$ cat src/rtl/issue_if.sv
// Decoder-to-scheduler-to-unit signal bundle for the issue stage.
// master = the decoder/unit/writeback side, slave = the scheduler.
interface issue_if #(
    parameter int STALL_CNT_W = 16
);
    // decoded instruction
    logic                   in_valid;
    logic                   in_ready;
    logic [4:0]             in_rd_addr;
    logic [4:0]             in_rs1_addr;
    logic [4:0]             in_rs2_addr;
    logic                   in_operand_a_enable;
    logic                   in_operand_b_enable;
    logic                   in_result_enable;
    logic                   in_rd_is_operand_a;
    logic                   in_use_alu;
    logic                   in_use_fpu;
    logic                   in_is_load;
    logic                   in_is_store;
    logic                   in_is_jump;
    logic                   in_is_jump_register;
    logic [2:0]             in_condition;
    // unit issue side
    logic                   alu_issue;
    logic                   fpu_issue;
    logic                   mem_issue;
    logic                   fpu_ready;
    logic                   mem_ready;
    // writeback and fetch feedback
    logic                   int_wb_valid;
    logic [4:0]             int_wb_addr;
    logic                   fpu_wb_valid;
    logic [4:0]             fpu_wb_addr;
    logic                   redirect_valid;
    // status
    logic [2:0]             fpu_inflight;
    logic [STALL_CNT_W-1:0] stall_cycles;

    modport master (
        output in_valid, in_rd_addr, in_rs1_addr, in_rs2_addr,
               in_operand_a_enable, in_operand_b_enable, in_result_enable,
               in_rd_is_operand_a, in_use_alu, in_use_fpu, in_is_load,
               in_is_store, in_is_jump, in_is_jump_register, in_condition,
               fpu_ready, mem_ready, int_wb_valid, int_wb_addr,
               fpu_wb_valid, fpu_wb_addr, redirect_valid,
        input  in_ready, alu_issue, fpu_issue, mem_issue,
               fpu_inflight, stall_cycles
    );

    modport slave (
        input  in_valid, in_rd_addr, in_rs1_addr, in_rs2_addr,
               in_operand_a_enable, in_operand_b_enable, in_result_enable,
               in_rd_is_operand_a, in_use_alu, in_use_fpu, in_is_load,
               in_is_store, in_is_jump, in_is_jump_register, in_condition,
               fpu_ready, mem_ready, int_wb_valid, int_wb_addr,
               fpu_wb_valid, fpu_wb_addr, redirect_valid,
        output in_ready, alu_issue, fpu_issue, mem_issue,
               fpu_inflight, stall_cycles
    );
endinterface

$ cat src/rtl/issue_scheduler.sv
// In-order single-issue scheduler: scoreboard hazard check, unit
// back-pressure, FPU window limit and control-flow redirect wait.
module issue_scheduler #(
    parameter int FPU_DEPTH   = 2,
    parameter int STALL_CNT_W = 16
) (
    input  logic   clk,
    input  logic   rst_n,
    issue_if.slave bus
);
    typedef enum logic [0:0] {
        RUN           = 1'b0,
        REDIRECT_WAIT = 1'b1
    } state_t;

    state_t                 state;
    logic [31:0]            scoreboard;
    logic [2:0]             fpu_inflight_q;
    logic [STALL_CNT_W-1:0] stall_q;

    logic [4:0]  src_a;
    logic        cls_mem, cls_fpu, cls_alu;
    logic        ctrl_flow, has_dst, hazard, fpu_room, ready, accept;
    logic        fpu_dec;
    logic [31:0] sb_set, sb_clr, sb_next;

    // in_use_alu is implied by the class priority; alu is the fallback class
    logic unused_in_use_alu;
    assign unused_in_use_alu = bus.in_use_alu;

    // register 0 is hard-wired and never pending
    function automatic logic is_busy(input logic [31:0] sb, input logic [4:0] a);
        return (a != 5'd0) && sb[a];
    endfunction

    // decode class, operands and destination; evaluate hazards and readiness
    always_comb begin
        src_a     = bus.in_rd_is_operand_a ? bus.in_rd_addr : bus.in_rs1_addr;
        cls_mem   = bus.in_is_load || bus.in_is_store;
        cls_fpu   = !cls_mem && bus.in_use_fpu;
        cls_alu   = !cls_mem && !cls_fpu && !bus.in_is_jump;
        ctrl_flow = bus.in_is_jump || bus.in_is_jump_register ||
                    (bus.in_condition != 3'b111);
        has_dst   = (bus.in_result_enable || bus.in_is_load) &&
                    !bus.in_is_store && !ctrl_flow;

        hazard = 1'b0;
        if (bus.in_operand_a_enable && is_busy(scoreboard, src_a))           hazard = 1'b1;
        if (bus.in_operand_b_enable && is_busy(scoreboard, bus.in_rs2_addr)) hazard = 1'b1;
        if (bus.in_is_store && is_busy(scoreboard, bus.in_rs1_addr))         hazard = 1'b1;
        if (has_dst && is_busy(scoreboard, bus.in_rd_addr))                  hazard = 1'b1;

        fpu_room = fpu_inflight_q < 3'(FPU_DEPTH);
        ready    = rst_n && (state == RUN) && !hazard &&
                   (!cls_mem || bus.mem_ready) &&
                   (!cls_fpu || (bus.fpu_ready && fpu_room));
        accept   = bus.in_valid && ready;
    end

    assign bus.in_ready     = ready;
    assign bus.alu_issue    = accept && cls_alu;
    assign bus.fpu_issue    = accept && cls_fpu;
    assign bus.mem_issue    = accept && cls_mem;
    assign bus.fpu_inflight = fpu_inflight_q;
    assign bus.stall_cycles = stall_q;

    // scoreboard next value: retire both writeback ports, then mark new dest
    always_comb begin
        sb_clr = '0;
        sb_set = '0;
        if (bus.int_wb_valid) sb_clr[bus.int_wb_addr] = 1'b1;
        if (bus.fpu_wb_valid) sb_clr[bus.fpu_wb_addr] = 1'b1;
        if (accept && has_dst) sb_set[bus.in_rd_addr] = 1'b1;
        sb_next = ((scoreboard & ~sb_clr) | sb_set) & ~32'd1;
    end

    // pending-write scoreboard
    always_ff @(posedge clk or negedge rst_n) begin
        if (!rst_n) scoreboard <= '0;
        else        scoreboard <= sb_next;
    end

    // a writeback with nothing outstanding must not underflow the window
    assign fpu_dec = bus.fpu_wb_valid && (fpu_inflight_q != 3'd0);

    // FPU operations in flight
    always_ff @(posedge clk or negedge rst_n) begin
        if (!rst_n) fpu_inflight_q <= '0;
        else        fpu_inflight_q <= fpu_inflight_q + 3'(bus.fpu_issue) - 3'(fpu_dec);
    end

    // hold issue after control flow until fetch has redirected
    always_ff @(posedge clk or negedge rst_n) begin
        if (!rst_n) begin
            state <= RUN;
        end else begin
            case (state)
                RUN:           if (accept && ctrl_flow) state <= REDIRECT_WAIT;
                REDIRECT_WAIT: if (bus.redirect_valid)  state <= RUN;
                default:       state <= RUN;
            endcase
        end
    end

    // saturating count of cycles the decoder was held off
    always_ff @(posedge clk or negedge rst_n) begin
        if (!rst_n)
            stall_q <= '0;
        else if (bus.in_valid && !ready && (stall_q != {STALL_CNT_W{1'b1}}))
            stall_q <= stall_q + 1'b1;
    end
endmodule
$ cat src/flat_wrapper.sv
// flat-port wrapper written by rule: the top's interface ports become plain ports
module issue_scheduler_flat 
#(
    parameter int FPU_DEPTH   = 2,
    parameter int STALL_CNT_W = 16
)
  (clk, rst_n, bus_in_valid, bus_in_rd_addr, bus_in_rs1_addr, bus_in_rs2_addr, bus_in_operand_a_enable, bus_in_operand_b_enable, bus_in_result_enable, bus_in_rd_is_operand_a, bus_in_use_alu, bus_in_use_fpu, bus_in_is_load, bus_in_is_store, bus_in_is_jump, bus_in_is_jump_register, bus_in_condition, bus_fpu_ready, bus_mem_ready, bus_int_wb_valid, bus_int_wb_addr, bus_fpu_wb_valid, bus_fpu_wb_addr, bus_redirect_valid, bus_in_ready, bus_alu_issue, bus_fpu_issue, bus_mem_issue, bus_fpu_inflight, bus_stall_cycles);
  issue_if #(.STALL_CNT_W(STALL_CNT_W)) bus_i ();
  input  logic clk;
  input  logic rst_n;
  input wire logic [$bits(bus_i.in_valid)-1:0] bus_in_valid;
  input wire logic [$bits(bus_i.in_rd_addr)-1:0] bus_in_rd_addr;
  input wire logic [$bits(bus_i.in_rs1_addr)-1:0] bus_in_rs1_addr;
  input wire logic [$bits(bus_i.in_rs2_addr)-1:0] bus_in_rs2_addr;
  input wire logic [$bits(bus_i.in_operand_a_enable)-1:0] bus_in_operand_a_enable;
  input wire logic [$bits(bus_i.in_operand_b_enable)-1:0] bus_in_operand_b_enable;
  input wire logic [$bits(bus_i.in_result_enable)-1:0] bus_in_result_enable;
  input wire logic [$bits(bus_i.in_rd_is_operand_a)-1:0] bus_in_rd_is_operand_a;
  input wire logic [$bits(bus_i.in_use_alu)-1:0] bus_in_use_alu;
  input wire logic [$bits(bus_i.in_use_fpu)-1:0] bus_in_use_fpu;
  input wire logic [$bits(bus_i.in_is_load)-1:0] bus_in_is_load;
  input wire logic [$bits(bus_i.in_is_store)-1:0] bus_in_is_store;
  input wire logic [$bits(bus_i.in_is_jump)-1:0] bus_in_is_jump;
  input wire logic [$bits(bus_i.in_is_jump_register)-1:0] bus_in_is_jump_register;
  input wire logic [$bits(bus_i.in_condition)-1:0] bus_in_condition;
  input wire logic [$bits(bus_i.fpu_ready)-1:0] bus_fpu_ready;
  input wire logic [$bits(bus_i.mem_ready)-1:0] bus_mem_ready;
  input wire logic [$bits(bus_i.int_wb_valid)-1:0] bus_int_wb_valid;
  input wire logic [$bits(bus_i.int_wb_addr)-1:0] bus_int_wb_addr;
  input wire logic [$bits(bus_i.fpu_wb_valid)-1:0] bus_fpu_wb_valid;
  input wire logic [$bits(bus_i.fpu_wb_addr)-1:0] bus_fpu_wb_addr;
  input wire logic [$bits(bus_i.redirect_valid)-1:0] bus_redirect_valid;
  output wire logic [$bits(bus_i.in_ready)-1:0] bus_in_ready;
  output wire logic [$bits(bus_i.alu_issue)-1:0] bus_alu_issue;
  output wire logic [$bits(bus_i.fpu_issue)-1:0] bus_fpu_issue;
  output wire logic [$bits(bus_i.mem_issue)-1:0] bus_mem_issue;
  output wire logic [$bits(bus_i.fpu_inflight)-1:0] bus_fpu_inflight;
  output wire logic [$bits(bus_i.stall_cycles)-1:0] bus_stall_cycles;
  assign bus_i.in_valid = bus_in_valid;
  assign bus_i.in_rd_addr = bus_in_rd_addr;
  assign bus_i.in_rs1_addr = bus_in_rs1_addr;
  assign bus_i.in_rs2_addr = bus_in_rs2_addr;
  assign bus_i.in_operand_a_enable = bus_in_operand_a_enable;
  assign bus_i.in_operand_b_enable = bus_in_operand_b_enable;
  assign bus_i.in_result_enable = bus_in_result_enable;
  assign bus_i.in_rd_is_operand_a = bus_in_rd_is_operand_a;
  assign bus_i.in_use_alu = bus_in_use_alu;
  assign bus_i.in_use_fpu = bus_in_use_fpu;
  assign bus_i.in_is_load = bus_in_is_load;
  assign bus_i.in_is_store = bus_in_is_store;
  assign bus_i.in_is_jump = bus_in_is_jump;
  assign bus_i.in_is_jump_register = bus_in_is_jump_register;
  assign bus_i.in_condition = bus_in_condition;
  assign bus_i.fpu_ready = bus_fpu_ready;
  assign bus_i.mem_ready = bus_mem_ready;
  assign bus_i.int_wb_valid = bus_int_wb_valid;
  assign bus_i.int_wb_addr = bus_int_wb_addr;
  assign bus_i.fpu_wb_valid = bus_fpu_wb_valid;
  assign bus_i.fpu_wb_addr = bus_fpu_wb_addr;
  assign bus_i.redirect_valid = bus_redirect_valid;
  assign bus_in_ready = bus_i.in_ready;
  assign bus_alu_issue = bus_i.alu_issue;
  assign bus_fpu_issue = bus_i.fpu_issue;
  assign bus_mem_issue = bus_i.mem_issue;
  assign bus_fpu_inflight = bus_i.fpu_inflight;
  assign bus_stall_cycles = bus_i.stall_cycles;
  issue_scheduler #(.FPU_DEPTH(FPU_DEPTH), .STALL_CNT_W(STALL_CNT_W)) u_core (.clk(clk), .rst_n(rst_n), .bus(bus_i));
endmodule
$ cat config.mk
export PLATFORM = sky130hd
export DESIGN_NAME = issue_scheduler_flat
export DESIGN_NICKNAME = d
export VERILOG_FILES = /design/src/rtl/issue_if.sv /design/src/rtl/issue_scheduler.sv /design/src/flat_wrapper.sv
export SDC_FILE = /design/constraint.sdc
export NUM_CORES = 1
export LEC_CHECK = 0
export CAP_MARGIN = 20
export CORE_UTILIZATION = 58
export CTS_CLUSTER_SIZE = 28
export DETAILED_ROUTE_END_ITERATION = 8
export GPL_TIMING_DRIVEN = 0
export PLACE_DENSITY_LB_ADDON = 0.2
export SLEW_MARGIN = 25
export SYNTH_ARGS = -nofsm -noshare
export SYNTH_HDL_FRONTEND = slang
export SYNTH_SLANG_ARGS = --single-unit
$ cat constraint.sdc
create_clock -name clk -period 9.3 [get_ports clk]
set_clock_uncertainty 0.1 [all_clocks]
set_input_delay 0.93 -clock clk [delete_from_list [all_inputs] [get_ports clk]]
set_output_delay 0.93 -clock clk [all_outputs]
set_load 0.005 [all_outputs]
Word-level counts from Yosys, hierarchy flattened
Cells that the tools add are included.
Operators by class
  add/sub/neg operators: 3
  $lt $le $gt $ge: 10
  equality and inequality tests: 2
  muxes and demuxes: 25
  bitwise operators: 5
  reductions and logical operators: 48
Operators by type and width (number)
  32-bit 2-to-1 mux: 3
  32-bit OR: 2
  5-bit by 6-bit less-than comparator with 1-bit output, second input constant: 6
  32-bit bitwise AND: 1
  32-bit inverter: 1
  1-bit logical AND: 30
  1-bit binary-select mux with 5-bit select: 4
  5-bit nonzero test: 4
  16-bit by 1-bit adder with 16-bit output, second input constant: 1
  16-bit inequality test, second input constant: 1
  1-bit demux with 5-bit select: 3
  5-bit by 1-bit greater-or-equal comparator with 1-bit output, second input constant: 3
  1-bit 2-to-1 mux: 13
  1-bit logical NOT: 7
  1-bit logical OR: 6
  5-bit 2-to-1 mux: 1
  3-bit by 1-bit adder with 3-bit output: 1
  3-bit by 2-bit less-than comparator with 1-bit output, second input constant: 1
  3-bit inequality test, second input constant: 1
  3-bit nonzero test: 1
  3-bit by 1-bit subtractor with 3-bit output: 1
  1-bit one-hot mux with 2 select lines: 1
  1-bit inverter: 1
Storage, ports and cells
  flip-flop bits (word level): 51
  output and inout port bits: 23
  logic and storage cells: 97

Longest topological paths before layout
  depth after elaboration: 17
  depth in mapped cells: 16
  mapped depth without buffers: 16

Least setup slack after synthesis
OpenSTA, ideal clock, no wires.
  kind: in2out
  from: in bus_in_rd_addr[1]
  to: out bus_mem_issue
  arrival: 3.352 ns
  required time: 8.270 ns
  slack: 4.918 ns
  cell stages on the path: 10
  buffers on the path: 3
  cells stage by stage: clkbuf_1 clkbuf_1 mux4_2 a222oi_1 a31oi_1 or2_1 or3_1 buf_2 or2_1 nor2_1
On the way
  word-level cells in the longest chain between the ends: 15
  elaborated cells between the ends (all ways): 21
  those cells by class: mux: 9; reduce/logical: 12
Ends and longest elaborated chain
  start, declared: line flat_wrapper.sv:12  | input wire logic [$bits(bus_i.in_rd_addr)-1:0] bus_in_rd_addr;
  5-bit 2-to-1 mux: line issue_scheduler.sv:38  | src_a = bus.in_rd_is_operand_a ? bus.in_rd_addr : bus.in_rs1_addr;
  1-bit binary-select mux with 5-bit select: line issue_scheduler.sv:33  | return (a != 5'd0) && sb[a];
  1-bit 2-to-1 mux (not written as such): line issue_scheduler.sv:33
  1-bit logical AND: line issue_scheduler.sv:33
  1-bit logical AND: line issue_scheduler.sv:48  | if (bus.in_operand_a_enable && is_busy(scoreboard, src_a)) hazard = 1'b1;
  1-bit 2-to-1 mux: line issue_scheduler.sv:48
  1-bit 2-to-1 mux: line issue_scheduler.sv:49  | if (bus.in_operand_b_enable && is_busy(scoreboard, bus.in_rs2_addr)) hazard = 1'b1;
  1-bit 2-to-1 mux: line issue_scheduler.sv:50  | if (bus.in_is_store && is_busy(scoreboard, bus.in_rs1_addr)) hazard = 1'b1;
  1-bit 2-to-1 mux (*): line issue_scheduler.sv:51  | if (has_dst && is_busy(scoreboard, bus.in_rd_addr)) hazard = 1'b1;
  1-bit logical NOT (*): line issue_scheduler.sv:54  | ready = rst_n && (state == RUN) && !hazard &&
  1-bit logical AND (*) (2 in series): line issue_scheduler.sv:54
  1-bit logical AND (*): line issue_scheduler.sv:55  | (!cls_mem || bus.mem_ready) &&
  1-bit logical AND (*): line issue_scheduler.sv:57  | accept = bus.in_valid && ready;
  1-bit logical AND (*): line issue_scheduler.sv:63  | assign bus.mem_issue = accept && cls_mem;
  end, declared: line flat_wrapper.sv:36  | output wire logic [$bits(bus_i.mem_issue)-1:0] bus_mem_issue;
Mark *: on every way between the ends. The rest lies on a longest branch, timed or not. The select of a mux whose other input is x is not followed.

Worst setup path after layout
  from: in bus_in_rd_is_operand_a
  to: out bus_mem_issue
On the way
  word-level cells in the longest chain between the ends: 15
  elaborated cells between the ends (all ways): 16
  those cells by class: mux: 7; reduce/logical: 9
Ends and longest elaborated chain
  start, declared: line flat_wrapper.sv:18  | input wire logic [$bits(bus_i.in_rd_is_operand_a)-1:0] bus_in_rd_is_operand_a;
  5-bit 2-to-1 mux (*): line issue_scheduler.sv:38
  1-bit binary-select mux with 5-bit select: line issue_scheduler.sv:33
  1-bit 2-to-1 mux (not written as such): line issue_scheduler.sv:33
  1-bit logical AND (*): line issue_scheduler.sv:33
  1-bit logical AND (*): line issue_scheduler.sv:48
  1-bit 2-to-1 mux (*): line issue_scheduler.sv:48
  1-bit 2-to-1 mux (*): line issue_scheduler.sv:49
  1-bit 2-to-1 mux (*): line issue_scheduler.sv:50
  1-bit 2-to-1 mux (*): line issue_scheduler.sv:51
  1-bit logical NOT (*): line issue_scheduler.sv:54
  1-bit logical AND (*) (2 in series): line issue_scheduler.sv:54
  1-bit logical AND (*): line issue_scheduler.sv:55
  1-bit logical AND (*): line issue_scheduler.sv:57
  1-bit logical AND (*): line issue_scheduler.sv:63
Marked as above.

==> results.tsv <==
metric	value	unit
outcome	finished with violations	
failed_checks	design-rule violations	
min_path_type	reg2reg	
hold_viol_final	0	
port_buffers	61	
syn_area	0.00399	mm²
post-route-min-period	5.62	ns
worst_path_most_repeated_cell	clkdlybuf4s50_1	
antenna_left	0	
grt.total_usage	0.343	
firstDrtPassIters	7	
die_w	84.9	µm
worstRegToRegCells	14	
hpwl	8800	µm
p_leak	0.00184	µW
drive_gt1_frac	0.100	
start_kind	input pin	
drt_iter0_drc	465	
path_max_fanout	10	
vias	3908	
synth_cell_types	59	
final_cells	567	
rsz0062_at_grt	no	
synth_async_sr_flop_share	1.00	
synth_nets	473	
rr_endpoint	u_core.bus.fpu_inflight[2]	
endpoint	bus_mem_issue	
end_kind	output port	
clock-sinks	51	
root_buffer	clkbuf_8	
ys_seq_area_frac	0.320	
final_common_cell	clkdlybuf4s50_1	
syn_to_final_growth	20.3	%
power.density	126	mW/mm²
timing.rr.start	u_core.scoreboard[20]	
ys_ff_latch	51	
viasPerCell	6.89	
drc	8	
initial_core_util	0.614	
slowest_delay	0.60	ns
die_h	84.9	µm
maxCapViolations	0	
fin_crit_sh	0.604	
finalWorstSetupSlack	3.68	ns
cts_setup_buffers	0	
drt_wl_total	11600	µm
ys.flop_type	dfrtp_1	
cp_slowest_cell	clkdlybuf4s50_1	
htreeDepth	2	
grt_pass1_vias	3906	
final_nets	541	
wl_per_cell	20.5	µm
cts_resized	0	
design_area	0.00480	mm²
slew_viol_final	0	
worstSetupStartpoint	bus_in_rd_is_operand_a	
crit_required	8.27	ns
grt_max_degree	53	
core	0.00649	mm²
clockBufferDepth	2	
antenna-diode-count	0	
cts_buffers	5	
relSlewSlack	0.321	
post-place-cells	560	
cts_tree	yes	
r2r_slack	5.47	ns
clk_pin_slew	0.09	ns
report.final.setup_viol	0	
io_pins	69	
worst_pin_slew	1.02	ns
vdd_ir_drop_max	0.000128	V
synth_edf_count	0	
antenna_found_initial	0	
hold_buffers	0	
critical_path_class	in2out	
rows	29	
syn_inst	422	
place_area	0.00469	mm²
n_fill_cell	491	
mostFrequentLayoutCells	clkdlybuf4s50_1 (60), nand2_1 (54), dfrtp_1 (51)	
hold_start	u_core.bus.stall_cycles[11]	
die_area	0.00721	mm²
crit_path_cell_trace	clkdlybuf4s50_1, mux2i_4, mux4_2, a22o_1, a211oi_2, o311ai_2, or3_1, buf_2, or2_1, nor2_1, clkdlybuf4s50_1	
clock_latency	0.30	ns
synth-warning-count	0	
fmax	0.178	GHz
pre_cts_ws	3.68	ns
hold_ws	0.406	ns
setup_tns	0	ns
grt_pass1_wl	19400	µm
synth_area_per_cell	9.45	µm²
crit_arrival	4.59	ns
grt_remaining_overflow	0	
gp_congestion	0.910	
power breakdown:
group	switching, µW	leakage [µW]	internal [µW]
registers	27.0	0.000694	244
clock network	72.3	0.0000502	78.7
logic	85.4	0.00110	97.6
total	185	0.00184	420
worst min-delay path by stage:
| stage | to | cells past startpoint |
|---|---|---|
| after floorplan | u_core.bus.stall_cycles[11] | 1 |
| after global routing | u_core.bus.stall_cycles[11] | 1 |
| after CTS | u_core.bus.stall_cycles[15] | 1 |
| after global placement | u_core.bus.stall_cycles[9] | 1 |
| after detailed placement | u_core.bus.stall_cycles[15] | 1 |
| final | u_core.bus.stall_cycles[11] | 1 |
registers in the layout (all words and copies together) (netlist names):
register                 cells
u_core.scoreboard           31
u_core.state                 1
u_core.bus.stall_cycles     16
u_core.bus.fpu_inflight      3
layout make-up:
cell class	instances	area, µm²	share of cell area
timing repair buffer	61	608	0.127
buffer	23	100	0.0209
sequential	51	1280	0.266
clock buffer	5	68.8	0.0143
multi-input combinational	335	2560	0.534
clock inverter	2	37.5	0.00782
tap	77	96.3	0.0201
inverter	13	48.8	0.0102
worst max-delay path: cells and delay by family:
family	cells	cell delay (ns)
AND/OR/NAND/NOR	3	0.68
AO/OA/AOI/OAI	3	0.60
multiplexers	2	1.09
buffers and inverters	3	1.29
synth_stat cells, drive strengths merged, types with 2 or more instances:
cell type,number,share of area
nor2b,10,0.016
mux4,20,0.11
a21oi,2,0.0025
or2,3,0.0047
nand2,54,0.051
nand4,10,0.019
o2111ai,2,0.0044
nand4b,3,0.0066
or3,4,0.0063
nor3b,11,0.021
dfrtp,51,0.32
nor3,7,0.0088
o22ai,2,0.0031
ha,4,0.013
and3,12,0.019
a22o,2,0.0044
a22oi,34,0.064
o221ai,3,0.0066
nand2b,4,0.0063
o21ai,33,0.041
a211oi,2,0.0050
xnor2,14,0.031
nand3b,5,0.0094
nor4,3,0.0085
buf,9,0.012
inv,13,0.012
nand3,17,0.023
nor2,20,0.019
a32oi,2,0.0044
mux2i,23,0.061
and3b,4,0.0088
clkbuf,14,0.013
mux2,9,0.025
per-layer routing:
metal / global-route usage / wire length [µm]
met3: 0.0827 / 1180
met1: 0.443 / 4690
met2: 0.565 / 5460
met4: 0.128 / 329
met5: 0 / 0
cells by family after synthesis:
family,share of synthesized area
DFF,0.320
muxes,0.199
buffers and inverters,0.0373
xor gates and xnor gates,0.0329
and+or+nand+nor,0.230
AOI/OAI and AO/OA,0.163
adders and majority gates,0.0176
per-stage QoR:
stage	power, µW	utilization
after CTS	607	0.739
after detailed placement	457	0.722
after floorplan	361	-
after global placement	447	0.723
final	605	0.739
after global routing	637	0.739
Note: power is estimated with default switching activity, not from simulation.
